`src/rtl/demux_pkg.sv`:
```
// Shared constants and types for the buffered 1-to-4 word demultiplexer.
package demux_pkg;

  localparam int unsigned WIDTH_DEF = 16;
  localparam int unsigned NUM_CH    = 4;
  localparam int unsigned STAT_W    = 8;

  typedef logic [1:0] ch_sel_t;

  function automatic logic [STAT_W-1:0] sat_inc(input logic [STAT_W-1:0] v);
    return (v == '1) ? v : v + 1'b1;
  endfunction

endpackage

```
`src/rtl/demux4_16b_buf_chan_fifo.sv`:
```
// Single-channel DEPTH-entry FIFO; head word is forced to zero while empty.
module chan_fifo #(
  parameter int unsigned WIDTH = 16,
  parameter int unsigned DEPTH = 2
) (
  input  logic                           clock,
  input  logic                           reset_n,
  input  logic                           push,
  input  logic [WIDTH-1:0]               wdata,
  input  logic                           pop,
  output logic [WIDTH-1:0]               rdata,
  output logic [$clog2(DEPTH+1)-1:0]     count,
  output logic                           full,
  output logic                           empty
);

  localparam int unsigned AW = $clog2(DEPTH);
  localparam int unsigned CW = $clog2(DEPTH+1);

  logic [WIDTH-1:0] mem [DEPTH];
  logic [AW-1:0]    wptr;
  logic [AW-1:0]    rptr;
  logic             do_push;
  logic             do_pop;

  assign full    = (count == CW'(DEPTH));
  assign empty   = (count == '0);
  assign do_push = push && !full;
  assign do_pop  = pop && !empty;
  assign rdata   = empty ? '0 : mem[rptr];

  always_ff @(posedge clock or negedge reset_n) begin
    if (!reset_n) begin
      wptr  <= '0;
      rptr  <= '0;
      count <= '0;
      for (int unsigned i = 0; i < DEPTH; i++) mem[i] <= '0;
    end else begin
      if (do_push) begin
        mem[wptr] <= wdata;
        wptr      <= wptr + AW'(1);
      end
      if (do_pop) rptr <= rptr + AW'(1);
      case ({do_push, do_pop})
        2'b10:   count <= count + CW'(1);
        2'b01:   count <= count - CW'(1);
        default: count <= count;
      endcase
    end
  end

endmodule

```
`src/rtl/demux4_16b_buf.sv`:
```
// Buffered 1-to-4 demux: select decode, in_ready mux and per-channel FIFOs.
// Optional saturating accepted-word counters are built when DEMUX_STATS_EN is defined.
module demux4_16b_buf
  import demux_pkg::*;
#(
  parameter int unsigned WIDTH = WIDTH_DEF,
  parameter int unsigned DEPTH = 2
) (
  input  logic             clock,
  input  logic             reset_n,
  input  logic [WIDTH-1:0] in_data,
  input  logic [1:0]       in_sel,
  input  logic             in_valid,
  output logic             in_ready,
  output logic [WIDTH-1:0] out1,
  output logic [WIDTH-1:0] out2,
  output logic [WIDTH-1:0] out3,
  output logic [WIDTH-1:0] out4,
  output logic [3:0]       out_valid,
  input  logic [3:0]       out_ack,
  output logic [31:0]      stat_count
);

  logic [NUM_CH-1:0]              full;
  logic [NUM_CH-1:0]              empty;
  logic [NUM_CH-1:0]              push;
  logic [NUM_CH-1:0]              pop;
  logic [WIDTH-1:0]               rdata [NUM_CH];
  logic [$clog2(DEPTH+1)-1:0]     count [NUM_CH];

  assign in_ready = !full[in_sel];

  for (genvar k = 0; k < NUM_CH; k++) begin : g_ch
    assign push[k]      = in_valid && in_ready && (ch_sel_t'(in_sel) == ch_sel_t'(k));
    assign pop[k]       = out_ack[k] && !empty[k];
    assign out_valid[k] = (count[k] != '0);

    chan_fifo #(.WIDTH(WIDTH), .DEPTH(DEPTH)) u_fifo (
      .clock   (clock),
      .reset_n (reset_n),
      .push    (push[k]),
      .wdata   (in_data),
      .pop     (pop[k]),
      .rdata   (rdata[k]),
      .count   (count[k]),
      .full    (full[k]),
      .empty   (empty[k])
    );
  end

  assign out1 = rdata[0];
  assign out2 = rdata[1];
  assign out3 = rdata[2];
  assign out4 = rdata[3];

`ifdef DEMUX_STATS_EN
  logic [STAT_W-1:0] stat [NUM_CH];

  always_ff @(posedge clock or negedge reset_n) begin
    if (!reset_n) begin
      for (int unsigned i = 0; i < NUM_CH; i++) stat[i] <= '0;
    end else begin
      for (int unsigned i = 0; i < NUM_CH; i++)
        if (push[i]) stat[i] <= sat_inc(stat[i]);
    end
  end

  assign stat_count = {stat[3], stat[2], stat[1], stat[0]};
`else
  assign stat_count = '0;
`endif

endmodule

```
`config.mk`:
```
export PLATFORM = sky130hd
export DESIGN_NAME = demux4_16b_buf
export DESIGN_NICKNAME = d
export VERILOG_FILES = /design/src/rtl/demux_pkg.sv /design/src/rtl/demux4_16b_buf_chan_fifo.sv /design/src/rtl/demux4_16b_buf.sv
export SDC_FILE = /design/constraint.sdc
export NUM_CORES = 1
export LEC_CHECK = 0
export BUFFER_PORTS_ARGS = -buffer_cell sky130_fd_sc_hd__buf_4
export CAP_MARGIN = 40
export CORE_ASPECT_RATIO = 1.2
export CORE_MARGIN = 4
export CORE_UTILIZATION = 50
export CTS_CLUSTER_SIZE = 20
export DETAILED_ROUTE_END_ITERATION = 6
export HOLD_SLACK_MARGIN = 0.05
export PLACE_DENSITY = 0.76
export SYNTH_ARGS = -nofsm -noshare
export SYNTH_HDL_FRONTEND = slang
export SYNTH_SLANG_ARGS = --single-unit
```
`constraint.sdc`:
```
create_clock -name clock -period 1.6 [get_ports clock]
set_input_delay 0.08 -clock clock [delete_from_list [all_inputs] [get_ports clock]]
set_output_delay 0.08 -clock clock [all_outputs]
set_load 0.1 [all_outputs]
```
### Word-level counts from Yosys, hierarchy flattened

Cells that the tools add are included.
W data, S select, Z words.

| word-level totals | value |
|---|---|
| bits in registers | 144 |
| latch bits | 0 |
| bits in writable memories | 0 |
| memory bits (read-only) | 0 |
| memories | 0 |

| cells by class | value |
|---|---|
| $add $sub $neg | 16 |
| multipliers | 0 |
| div/mod/pow operators | 0 |
| order comparisons | 13 |
| equality and inequality tests | 15 |
| shifts and indexed selects | 0 |
| mux-type cells | 34 |
| bitwise operators | 8 |
| reduce and logical (&&, ||, !) cells | 43 |

Operators by type and width:

| cell | number |
|---|---|
| $mux W16 | 20 |
| $bwmux W32 | 4 |
| $demux W16 S1 | 4 |
| $logic_and A1 B1 Y1 | 21 |
| $eq A2 B2 Y1 const B | 10 |
| $ge A2 B2 Y1 const B | 8 |
| $not A1 Y2 | 8 |
| $pmux W2 S2 | 4 |
| $reduce_bool A2 Y1 | 8 |
| $eq A2 B1 Y1 const B | 5 |
| $logic_not A2 Y1 | 5 |
| $logic_not A1 Y1 | 9 |
| $add A1 B1 Y1 const B | 8 |
| $add A2 B1 Y2 const B | 4 |
| $lt A2 B1 Y1 const B | 4 |
| $sub A2 B1 Y2 const B | 4 |
| $lt A2 B3 Y1 const B | 1 |
| $bmux W1 S2 | 1 |
| $mux W1 | 1 |

### Longest topological paths before layout

Gate-level depths: netlist of run 1.

| depth | value |
|---|---|
| depth after elaboration | 9 |
| depth in mapped cells | 7 |
| depth with buffers taken out | 6 |

### Modules after synthesis

From an unflattened synthesis of run 1, not the netlist that was laid out.

| second synthesis, totals | value |
|---|---|
| cells, all modules | 528 |
| area, all modules | 6899.1 um2 |

By module, submodules not included:

| module | instances | cells an instance | area each (um2) |
|---|---|---|---|
| chan_fifo | 4 | 120 | 1635.3 |
| demux4_16b_buf | 1 | 48 | 357.8 |

### Least setup slack after synthesis of run 1

Ideal clock, no wire load.

| timing | value |
|---|---|
| path type | register to output |
| from | reg g_ch[0].u_fifo.rptr |
| to | out out1[10] |
| arrival time | 2342 ps |
| required time | 1520 ps |
| slack | -822 ps |
| cell stages (with the launch flop) | 5 |
| cells stage by stage | dfrtp_1 clkbuf_1 buf_2 mux2i_1 nor2_1 |

| between the ends | value |
|---|---|
| word-level cells in the longest chain between the ends | 5 |

RTL lines:

| what | line | RTL |
|---|---|---|
| from (decl) | demux4_16b_buf_chan_fifo.sv:22 | `logic [AW-1:0] rptr;` |
| from (signal assigned) | demux4_16b_buf_chan_fifo.sv:43 | `if (do_pop) rptr <= rptr + AW'(1);` |
| $not A1 Y2 (implied by the code) | demux4_16b_buf_chan_fifo.sv:30 | `assign rdata = empty ? '0 : mem[rptr];` |
| $mux W16 (implied by the code) (3 in a row) | demux4_16b_buf_chan_fifo.sv:30 |  |
| $mux W16 | demux4_16b_buf_chan_fifo.sv:30 |  |
| to (decl) | demux4_16b_buf.sv:15 | `output logic [WIDTH-1:0] out1,` |

No other way between the ends. The select of a mux whose other input is x is not followed.

### Final worst setup path of run 1

| timing | value |
|---|---|
| from | reg g_ch[2].u_fifo.count[0] |
| to | out in_ready |

| between the ends | value |
|---|---|
| word-level cells in the longest chain between the ends | 4 |

RTL lines:

| what | line | RTL |
|---|---|---|
| from (decl) | demux4_16b_buf_chan_fifo.sv:12 | `output logic [$clog2(DEPTH+1)-1:0] count,` |
| from (signal assigned) | demux4_16b_buf_chan_fifo.sv:45 | `2'b10: count <= count + CW'(1);` |
| from (signal assigned) | demux4_16b_buf_chan_fifo.sv:46 | `2'b01: count <= count - CW'(1);` |
| from (signal assigned) | demux4_16b_buf_chan_fifo.sv:47 | `default: count <= count;` |
| $eq A2 B2 Y1 | demux4_16b_buf_chan_fifo.sv:26 | `assign full = (count == CW'(DEPTH));` |
| $bmux W1 S2 | demux4_16b_buf.sv:31 | `assign in_ready = !full[in_sel];` |
| $mux W1 (implied by the code) | demux4_16b_buf.sv:31 |  |
| $logic_not A1 Y1 | demux4_16b_buf.sv:31 |  |
| to (decl) | demux4_16b_buf.sv:14 | `output logic in_ready,` |

No other way between the ends. The select of a mux whose other input is x is not followed.

==> run summary, run 1 <==
- diode count: 0
- final critical path time including I/O delays and setup: 1.85 ns
- CP Class: flop to output pin
- worst hold path class: input port to flop
- arrival time at the worst endpoint: 1.77 ns
- Iter 0 DRT Violations: 298
- count of synthesis-stage warnings from yosys: 0
- first-pass GRT wire length: 31.7 mm
- total wire length after detailed routing: 22.4 mm
- violated checks: negative setup slack
- Die ar.: 0.0156 sq mm
- master cell of the clock root buffer: clkbuf_16
- final antenna-violating net count: 0
- vias after detailed routing: 5000
- sequential-to-total area share from yosys stat: 52.7%
- achievable clock frequency: 0.540 GHz
- total standard cell area after synthesis: 0.00684 sq mm
- number of iterations in the first detailed-routing pass: 5
- relative max-transition margin: 62.5%
- TritonCTS clock tree: done
- number of nets at the end of the flow: 727
- run status: finished, violations left
- synthesized netlist cell count: 520
- total of endpoints with negative setup slack in the final report: 103
- Synth cell types: 27
- DRC violations left: 0
- clk sink count: 144
- post-detailed-placement half-perimeter wirelength: 10.6 mm
- Std-Cell Core Area: 0.0133 sq mm
- Post-synth top cells: dfrtp_1, mux2_2, nor2_1
- data required time at the worst endpoint: 1.52 ns
- number of global-route vias before repair: 5460
- average size of a mapped cell: 13.2 sq um
- Worst Setup End Kind: output pin
- H-Tree Level Count: 4
- fraction of synthesized cell area taken by the top area cell type: 52.7%
- most used flip-flop cell after synthesis: dfrtp_1
- Post-synth ARST share: 100%
- Worst-Margin Slew: 0.563 ns
- placer congestion estimate: 0.794
- number of flip-flops and latches in the synthesized netlist: 144
- MaxCap Viol Count: 0
- worst setup slack after placement: -0.0322 ns
- area growth from synthesis to layout: 65.0%
- clock latency on the worst-skew pair: 0.43 ns
- pin count of the biggest net entering global routing: 56
- overall die height: 136 um
- floorplan die width: 115 um
- final global-route overflow total: 0
- num rows: 46
- clk_skew: 0.00956 ns
- share of cells above drive strength 1: 67.9%
- CTS buffer count: 17
- nature of the critical path startpoint: flop
- top-level I/O count: 126
- max-slew violation count: 0
- highest net fanout along the worst path: 3
- final period utilization: 116%
- most repeated cell in the gate-level netlist after synthesis: dfrtp_1
- Final TNS setup: -10.82 ns
- setup repair after global routing missed its margin: true
- number of buffers inserted by port buffering: 93
- Via density: 5.69
- most area-hungry cell type in the Yosys netlist: dfrtp_1
- slack of the critical path: -0.252 ns
- clock-pin slew reported for the worst setup and hold paths after clock tree synthesis: 0.06 ns
- maximum root-to-sink buffer count: 2
- number of antenna violations at the first check in global routing: 0
- GR Util All Layers: 27.0%
- hold violation count in the final report: 0
- initial core utilization: 51.5%
- Avg WL per Cell: 25.5 um
- cells taking the most area after synthesis: dfrtp_1, mux2_2, mux2i_1
- number of synthesized flops with an enable pin: 0
-- state kept, by name, summed over array words and instances (netlist names) --
name / cells
g_ch.u_fifo.count: 8
g_ch.u_fifo.mem: 128
g_ch.u_fifo.rptr: 4
g_ch.u_fifo.wptr: 4
-- repair_timing --
item	4_1_cts	5_1_grt
gates resized for setup	297	101
hold buffers	18	0
gates cloned	10	3
buffers inserted	25	12
endpoints found under the hold margin	179	0
pin swaps	39	19
setup endpoints to repair	70	105
-- cells by family (layout without fill, tap and decap cells) --
group | after synthesis | after routing | synth area share [%]
simple gates | 98 | 99 | 6.97
flops | 144 | 144 | 52.7
fa+ha+maj | 4 | 4 | 0.731
other cells | 1 | 32 | 0.0548
mux | 193 | 193 | 31.4
buf+inv | 60 | 218 | 5.69
xor+xnor | 20 | 20 | 2.56
-- final timing paths --
check | startpoint | end | slack, ns | depth (start not counted)
setup / recovery | g_ch[2].u_fifo.count[0]$_DFFE_PN0P_ | in_ready | -0.25 | 4
hold / removal | out_ack[3] | g_ch[3].u_fifo.rptr$_DFFE_PN0P_ | 0.08 | 3
setup reg to reg | g_ch[2].u_fifo.count[0]$_DFFE_PN0P_ | g_ch[2].u_fifo.count[1]$_DFFE_PN0P_ | -0.24 | 8
hold reg to reg | g_ch[1].u_fifo.wptr$_DFFE_PN0N_ | g_ch[1].u_fifo.wptr$_DFFE_PN0N_ | 0.50 | 1
max in group asynchronous | reset_n | g_ch[3].u_fifo.rptr$_DFFE_PN0P_ | 0.70 | 3
min in group asynchronous | reset_n | g_ch[3].u_fifo.mem[8]$_DFFE_PN0P_ | 0.18 | 2
-- worst max-delay path, cell delays in order, from the launching register on --
cell	delay [ns]
dfrtp_1	0.39
buf_6	0.13
nand2b_4	0.13
mux4_2	0.50
buf_12	0.19
-- final cells by class --
type	instances	area, sq um
Clock buffer	18	429
Clock inverter	13	213
Fill cell	561	2000
Inverter	4	30.0
Multi-Input combinational cell	348	4090
Sequential cell	144	3610
Tap cell	168	210
Timing Repair Buffer	183	2710
-- layer usage --
| layer | GRT usage (%) | vias to the layer above | wire, um |
|---|---|---|---|
| li1 | - | 2109 | - |
| met1 | 34.1 | 2617 | 8570 |
| met2 | 46.8 | 223 | 11900 |
| met3 | 5.52 | 51 | 1180 |
| met4 | 8.48 | 0 | 679 |
| met5 | 0 | - | 0 |
-- through the flow --
stage	instances	area [sq um]	util, %	hold slack, ns
after detailed placement	789	8350	62.8	0.0648
after CTS	873	10900	82.1	0.0504
after global placement	789	8350	62.8	0.0604
final	878	11300	84.9	0.0796
after floorplan	551	7410	-	-0.216
after global routing	878	11300	84.9	0.104
-- placed cells by master (no fill, tap or decap), drive strengths merged --
master / instances
and2b: 1
and4: 1
buf: 163
bufinv: 5
clkbuf: 20
clkinv: 4
clkinvlp: 7
conb: 32
dfrtp: 144
dlygate4sd3: 18
ha: 4
inv: 1
mux2: 128
mux2i: 64
mux4: 1
nand2: 1
nand2b: 4
nand3: 2
nand4: 3
nand4b: 2
nor2: 74
nor2b: 6
nor4b: 2
or3: 1
or4: 2
xnor2: 12
xor2: 8
Power of run 1 is not shown: default switching activity piles up to over one toggle a cycle in this logic, so the estimate is an artifact.
==> inputs of run 2 (changes only) <==
Settings changed: CORE_UTILIZATION 50 to 45, PLACE_DENSITY 0.76 to 0.81.
==> run 2 against run 1 <==
Cell count increased by 3.9%; routed wire length decreased by 1.1%; the run still ends with negative setup slack left; critical path depth unchanged; via count decreased by 0.70%; maximum frequency decreased by 0.88%; setup slack got worse by 0.017 ns; sequential share of layout area decreased by 0.24 points; final area increased by 0.70%; core utilization decreased by 8.9 points; first-iteration DRC count increased by 0.67%; worst hold slack improved by 0.0040 ns; die area increased by 10%.
==> run summary, run 2 (synthesis results as in run 1) <==
- nature of the critical path startpoint: flop
- slowest cell on the critical path: mux4_2
- slack of the critical path: -0.269 ns, -0.0165 ns
- final design instance area without fill: 0.0114 sq mm, +0.70%
- delay contributed by the slowest stage of the critical path: 0.50 ns, about the same
- data required time at the worst endpoint: 1.52 ns, about the same
- TritonCTS clock tree: done
- Avg WL per Cell: 24.3 um, -4.8%
- fill count: 775, +38%
- final critical path time including I/O delays and setup: 1.87 ns, +0.0165 ns
- final global-route overflow total: 0, unchanged
- Iter 0 DRT Violations: 300, +0.67%
- number of buffers inserted by port buffering: 93, unchanged
- final period utilization: 117%, +1.0 points
- number of flip-flops under the largest register name: 128, unchanged
- number of nets at the end of the flow: 724, -0.41%
- Metal-1 WL: 8.74 mm, +1.9%
- overall die height: 143 um, +5.1%
- clk sink count: 144, unchanged
- footprint of the flip-flops and latches: 0.00361 sq mm, about the same
- Most flops, register: g_ch.u_fifo.mem
- clock latency on the worst-skew pair: 0.42 ns, about the same
- share of cells above drive strength 1: 67.5%, -0.37 points
- worst hold path class: input port to flop
- number of iterations in the first detailed-routing pass: 4, -1
- most common cell after layout, fill and taps aside: dfrtp_1
- clock-pin slew reported for the worst setup and hold paths after clock tree synthesis: 0.06 ns, about the same
- diode count: 0, unchanged
- ordered cell list for the critical path: buf_6, nand2b_4, mux4_2, buf_12
- vias after detailed routing: 4965, -0.70%
- total wire length after detailed routing: 22.1 mm, -1.1%
- highest-count cells in the layout ignoring fill and taps: dfrtp_1, mux2_2, buf_12
- achievable clock frequency: 0.535 GHz, -0.88%
- setup repair after global routing missed its margin: true
- first-pass GRT wire length: 31.4 mm, -0.94%
- total cell area at the placement stage: 0.00833 sq mm, -0.21%
- Hold WS: 0.0836 ns, +0.00397 ns
- floorplan die width: 121 um, +5.0%
- worst setup slack after placement: -0.0305 ns, +0.00169 ns
- MaxCap Viol Count: 0, unchanged
- number of global-route vias before repair: 5413, -0.86%
- run status: finished, violations left
- Die ar.: 0.0173 sq mm, +10%
- GR Util All Layers: 24.0%, -3.1 points
- registers with the most flip-flops: g_ch.u_fifo.mem: 128 flops, g_ch.u_fifo.count: 8 flops
- metal2 WL: 11.7 mm, -2.1%
- maximum root-to-sink buffer count: 2, unchanged
- top-level I/O count: 126, unchanged
- clk_skew: 0.00714 ns, -0.00241 ns
- num rows: 49, +6.5%
- total area of multi-input combinational cells: 0.00420 sq mm, +2.7%
- placer congestion estimate: 0.794, +0.10%
- met3 WL post-DR: 987 um, -16%
- CTS buffer count: 17, unchanged
- final antenna-violating net count: 0, unchanged
- CP Class: flop to output pin
- highest net fanout along the worst path: 4, +1
- arrival time at the worst endpoint: 1.79 ns, +0.02 ns
- Via density: 5.44, -4.4%
- DRC violations left: 0, unchanged
- Std-Cell Core Area: 0.0150 sq mm, +13%
- post-detailed-placement half-perimeter wirelength: 11.0 mm, +3.3%
- Worst Setup End Kind: output pin
- hold violation count in the final report: 0, unchanged
- pin count of the biggest net entering global routing: 51, -8.9%
- area growth from synthesis to layout: 66.1%
- max-slew violation count: 0, unchanged
- violated checks: negative setup slack
- number of antenna violations at the first check in global routing: 0, unchanged
- top layer used by detailed routing: met4
- initial core utilization: 45.8%, -5.7 points
- Final TNS setup: -7.79 ns, +3.02 ns
- total of endpoints with negative setup slack in the final report: 101, -1.9%
- H-Tree Level Count: 4, unchanged
- master cell of the clock root buffer: clkbuf_16
==> run 2: cell count changes in the layout (fill, tap and decap cells not counted), sizes merged <==
cell and change:
buf -3, bufinv -1, clkinv -2, clkinvlp +2, dlygate4sd3 +1, inv +1
==> run 2: per-stage QoR <==
stage | std cells | util (%)
2_1_floorplan | 551 | -
3_3_place_gp | 825 | 55.7
3_5_place_dp | 825 | 55.7
4_1_cts | 904 | 72.3
5_1_grt | 912 | 76.0
6_report | 912 | 76.0
==> run 2: area by class of cell <==
type / instances / area share, %
clock inverters: 13 / 1.63
well taps: 204 / 2.24
repair buffers: 180 / 23.3
inverters: 4 / 0.264
multi-input cells: 348 / 36.9
flip-flops and latches: 144 / 31.8
clock buffers: 19 / 3.90
==> run 2: worst paths after layout <==
kind	startpoint	to	slack, ns	cells after the start
max	g_ch[2].u_fifo.count[0]$_DFFE_PN0P_	in_ready	-0.27	4
min	in_sel[1]	g_ch[3].u_fifo.wptr$_DFFE_PN0N_	0.08	3
max reg2reg	g_ch[2].u_fifo.count[1]$_DFFE_PN0P_	g_ch[2].u_fifo.mem[0]$_DFFE_PN0P_	-0.11	6
min reg2reg	g_ch[1].u_fifo.wptr$_DFFE_PN0N_	g_ch[1].u_fifo.wptr$_DFFE_PN0N_	0.50	1
max in group asynchronous	reset_n	g_ch[2].u_fifo.mem[8]$_DFFE_PN0P_	0.77	3
min in group asynchronous	reset_n	g_ch[0].u_fifo.mem[17]$_DFFE_PN0P_	0.16	2
==> run 2: repair_timing <==
item | 4_1_cts | 5_1_grt
hold buffers | 17 | 2
gates cloned | 8 | 2
setup buffers | 22 | 11
pin swaps | 32 | 26
gates resized for setup | 304 | 105
hold endpoints to repair | 252 | 2
setup endpoints to repair | 71 | 110
==> run 2: layer usage <==
metal  global-route usage, %  vias to the layer above
met5                       0                        -
met4                    8.77                        0
met3                    4.52                       48
met2                    42.2                      205
met1                    29.4                     2617
li1                        -                     2095
==> run 2: critical path: cells and delay by family, from the launching register on <==
kind / cells / cell delay (ns)
buf+inv: 2 / 0.34
flops: 1 / 0.40
mux: 1 / 0.50
simple gates: 1 / 0.13
Power of run 2 is left out for the same reason.
==> inputs of run 3 (changes only) <==
Settings changed: CORE_UTILIZATION 45 to 50, PLACE_DENSITY 0.81 to 0.88.
==> run 3 against run 2 <==
The flow still finishes with violations (negative setup slack); count of clock-buffer cells in the layout rose by 7; worst hold slack got worse by 0.041 ns; final area fell by 7.7%; maximum frequency grew 0.16%; first-iteration DRC count rose by 0.33%; via count fell by 0.22%; routed wire length up 3.7%; global-route usage grew 6.1 points; critical path depth stayed put; setup slack better by 0.0031 ns; core utilization increased by 3.0 points; critical path type unchanged.
==> run summary, run 3 (synthesis results as in run 1) <==
- run status: finished, violations left
- violated checks: negative setup slack
- Iter 0 DRT Violations: 301, +0.33%
- Via density: 5.77, +6.1%
- Worst Setup End Kind: output pin
- hold violation count in the final report: 0, unchanged
- highest-count cells in the layout ignoring fill and taps: dfrtp_1, mux2_2, buf_4
- clock-pin slew reported for the worst setup and hold paths after clock tree synthesis: 0.07 ns, about the same
- first-pass GRT wire length: 34.3 mm, +9.4%
- CP Class: flop to output pin
- registers with the most flip-flops: g_ch.u_fifo.mem: 128 flops, g_ch.u_fifo.count: 8 flops
- MaxCap Viol Count: 0, unchanged
- num rows: 46, -6.1%
- number of standard cells in the final layout excluding fillers: 858, -5.9%
- ordered cell list for the critical path: buf_6, nand2b_4, mux4_2, buf_12
- number of nets at the end of the flow: 707, -2.3%
- diode count: 0, unchanged
- total cell area at the placement stage: 0.00829 sq mm, -0.51%
- overall die height: 136 um, -4.8%
- critical path launch point: g_ch[2].u_fifo.count[0]$_DFFE_PN0P_
- nature of the critical path startpoint: flop
- worst hold path class: input port to flop
- master cell of the clock root buffer: clkbuf_16
- final period utilization: 117%, -0.19 points
- top-level I/O count: 126, unchanged
- clk sink count: 144, unchanged
- max-slew violation count: 0, unchanged
- arrival time at the worst endpoint: 1.79 ns, about the same
- number of antenna violations at the first check in global routing: 0, unchanged
- achievable clock frequency: 0.536 GHz, +0.16%
- DRC violations left: 0, unchanged
- data required time at the worst endpoint: 1.52 ns, about the same
- GR Util All Layers: 30.1%, +6.1 points
- number of flip-flops under the largest register name: 128, unchanged
- startpoint of the most critical hold path: out_ack[0]
- final critical path time including I/O delays and setup: 1.87 ns, -0.00306 ns
- most common cell after layout, fill and taps aside: dfrtp_1
- vias after detailed routing: 4954, -0.22%
- worst setup slack after placement: -0.0232 ns, +0.00733 ns
- slack of the critical path: -0.266 ns, +0.00305 ns
- final antenna-violating net count: 0, unchanged
- floorplan die width: 115 um, -4.8%
- maximum root-to-sink buffer count: 2, unchanged
- relative max-transition margin: 64.5%
- clk_skew: 0.0143 ns, +0.00720 ns
- fill count: 638, -18%
- initial core utilization: 51.5%, +5.7 points
- area growth from synthesis to layout: 53.4%
- slowest cell on the critical path: mux4_2
- H-Tree Level Count: 4, unchanged
- Most flops, register: g_ch.u_fifo.mem
- Die ar.: 0.0156 sq mm, -9.4%
- CTS buffer count: 17, unchanged
- highest net fanout along the worst path: 3, -1
- total wire length after detailed routing: 22.9 mm, +3.7%
- post-detailed-placement half-perimeter wirelength: 11.1 mm, +0.90%
- number of buffers inserted by port buffering: 93, unchanged
- Avg WL per Cell: 26.7 um, +10%
- total of endpoints with negative setup slack in the final report: 87, -14%
- setup repair after global routing missed its margin: true
- delay contributed by the slowest stage of the critical path: 0.50 ns, about the same
- final global-route overflow total: 0, unchanged
- TritonCTS clock tree: done
- post-placement cell count: 790, -4.2%
- final design instance area without fill: 0.0105 sq mm, -7.7%
- clock latency on the worst-skew pair: 0.44 ns, +0.02 ns
- number of iterations in the first detailed-routing pass: 5, +1
- critical register-to-register path startpoint: g_ch[2].u_fifo.count[0]$_DFFE_PN0P_
- placer congestion estimate: 0.806, +1.5%
- Std-Cell Core Area: 0.0133 sq mm, -11%
- pin count of the biggest net entering global routing: 56, +9.8%
- share of cells above drive strength 1: 63.8%, -3.7 points
- number of global-route vias before repair: 5437, +0.44%
- Worst-Margin Slew: 0.532 ns
## run 3: path summary, 6_finish.rpt
kind	slack, ns	endpoint	depth (start not counted)
setup / recovery	-0.27	in_ready	4
hold / removal	0.04	g_ch[0].u_fifo.rptr$_DFFE_PN0P_	3
setup reg to reg	-0.07	g_ch[2].u_fifo.mem[0]$_DFFE_PN0P_	6
hold reg to reg	0.49	g_ch[0].u_fifo.wptr$_DFFE_PN0N_	1
max in group asynchronous	0.70	g_ch[2].u_fifo.mem[31]$_DFFE_PN0P_	3
min in group asynchronous	0.18	g_ch[0].u_fifo.mem[18]$_DFFE_PN0P_	2
## run 3: per-stage QoR
| step | utilization [%] | setup TNS [ns] | hold slack, ns |
|---|---|---|---|
| 2_1_floorplan | - | -0.600 | -0.216 |
| 3_3_place_gp | 62.3 | 0 | 0.0585 |
| 3_5_place_dp | 62.3 | -0.0232 | 0.0631 |
| 4_1_cts | 77.2 | -7.34 | 0.0512 |
| 5_1_grt | 79.0 | -12.74 | 0.0525 |
| 6_report | 79.0 | -9.45 | 0.0423 |
## run 3: final cells by class
| class | instances | area [sq um] | share of cell area, % |
|---|---|---|---|
| Multi-Input combinational cell | 348 | 3940 | 37.5 |
| Clock buffer | 26 | 509 | 4.85 |
| Timing Repair Buffer | 163 | 2100 | 20.0 |
| Clock inverter | 5 | 100 | 0.953 |
| Tap cell | 168 | 210 | 2.00 |
| Inverter | 4 | 30.0 | 0.286 |
| Sequential cell | 144 | 3610 | 34.4 |
## run 3: critical path: cells and delay by family (launching register included)
family,cells,cell delay (ns)
AND/OR/NAND/NOR,1,0.13
buffers and inverters,2,0.33
multiplexers,1,0.50
flip-flops,1,0.40
## run 3: layer usage
layer	wire length (um)	up-vias	share of wire, %	track usage, %
li1	-	2062	-	-
met1	8600	2595	37	36.2
met2	12500	243	54	51.6
met3	1250	54	5.4	6.63
met4	631	0	2.7	13.2
met5	0	-	0	0
## run 3: repair_timing
action / CTS / global route
endpoints found under the hold margin: 219 / 1
gates cloned: 6 / 1
hold buffers: 17 / 1
pin swaps: 22 / 32
gates resized for setup: 212 / 44
setup endpoints to repair: 67 / 116
buffers inserted: 13 / 0
Power of run 3 is left out for the same reason.
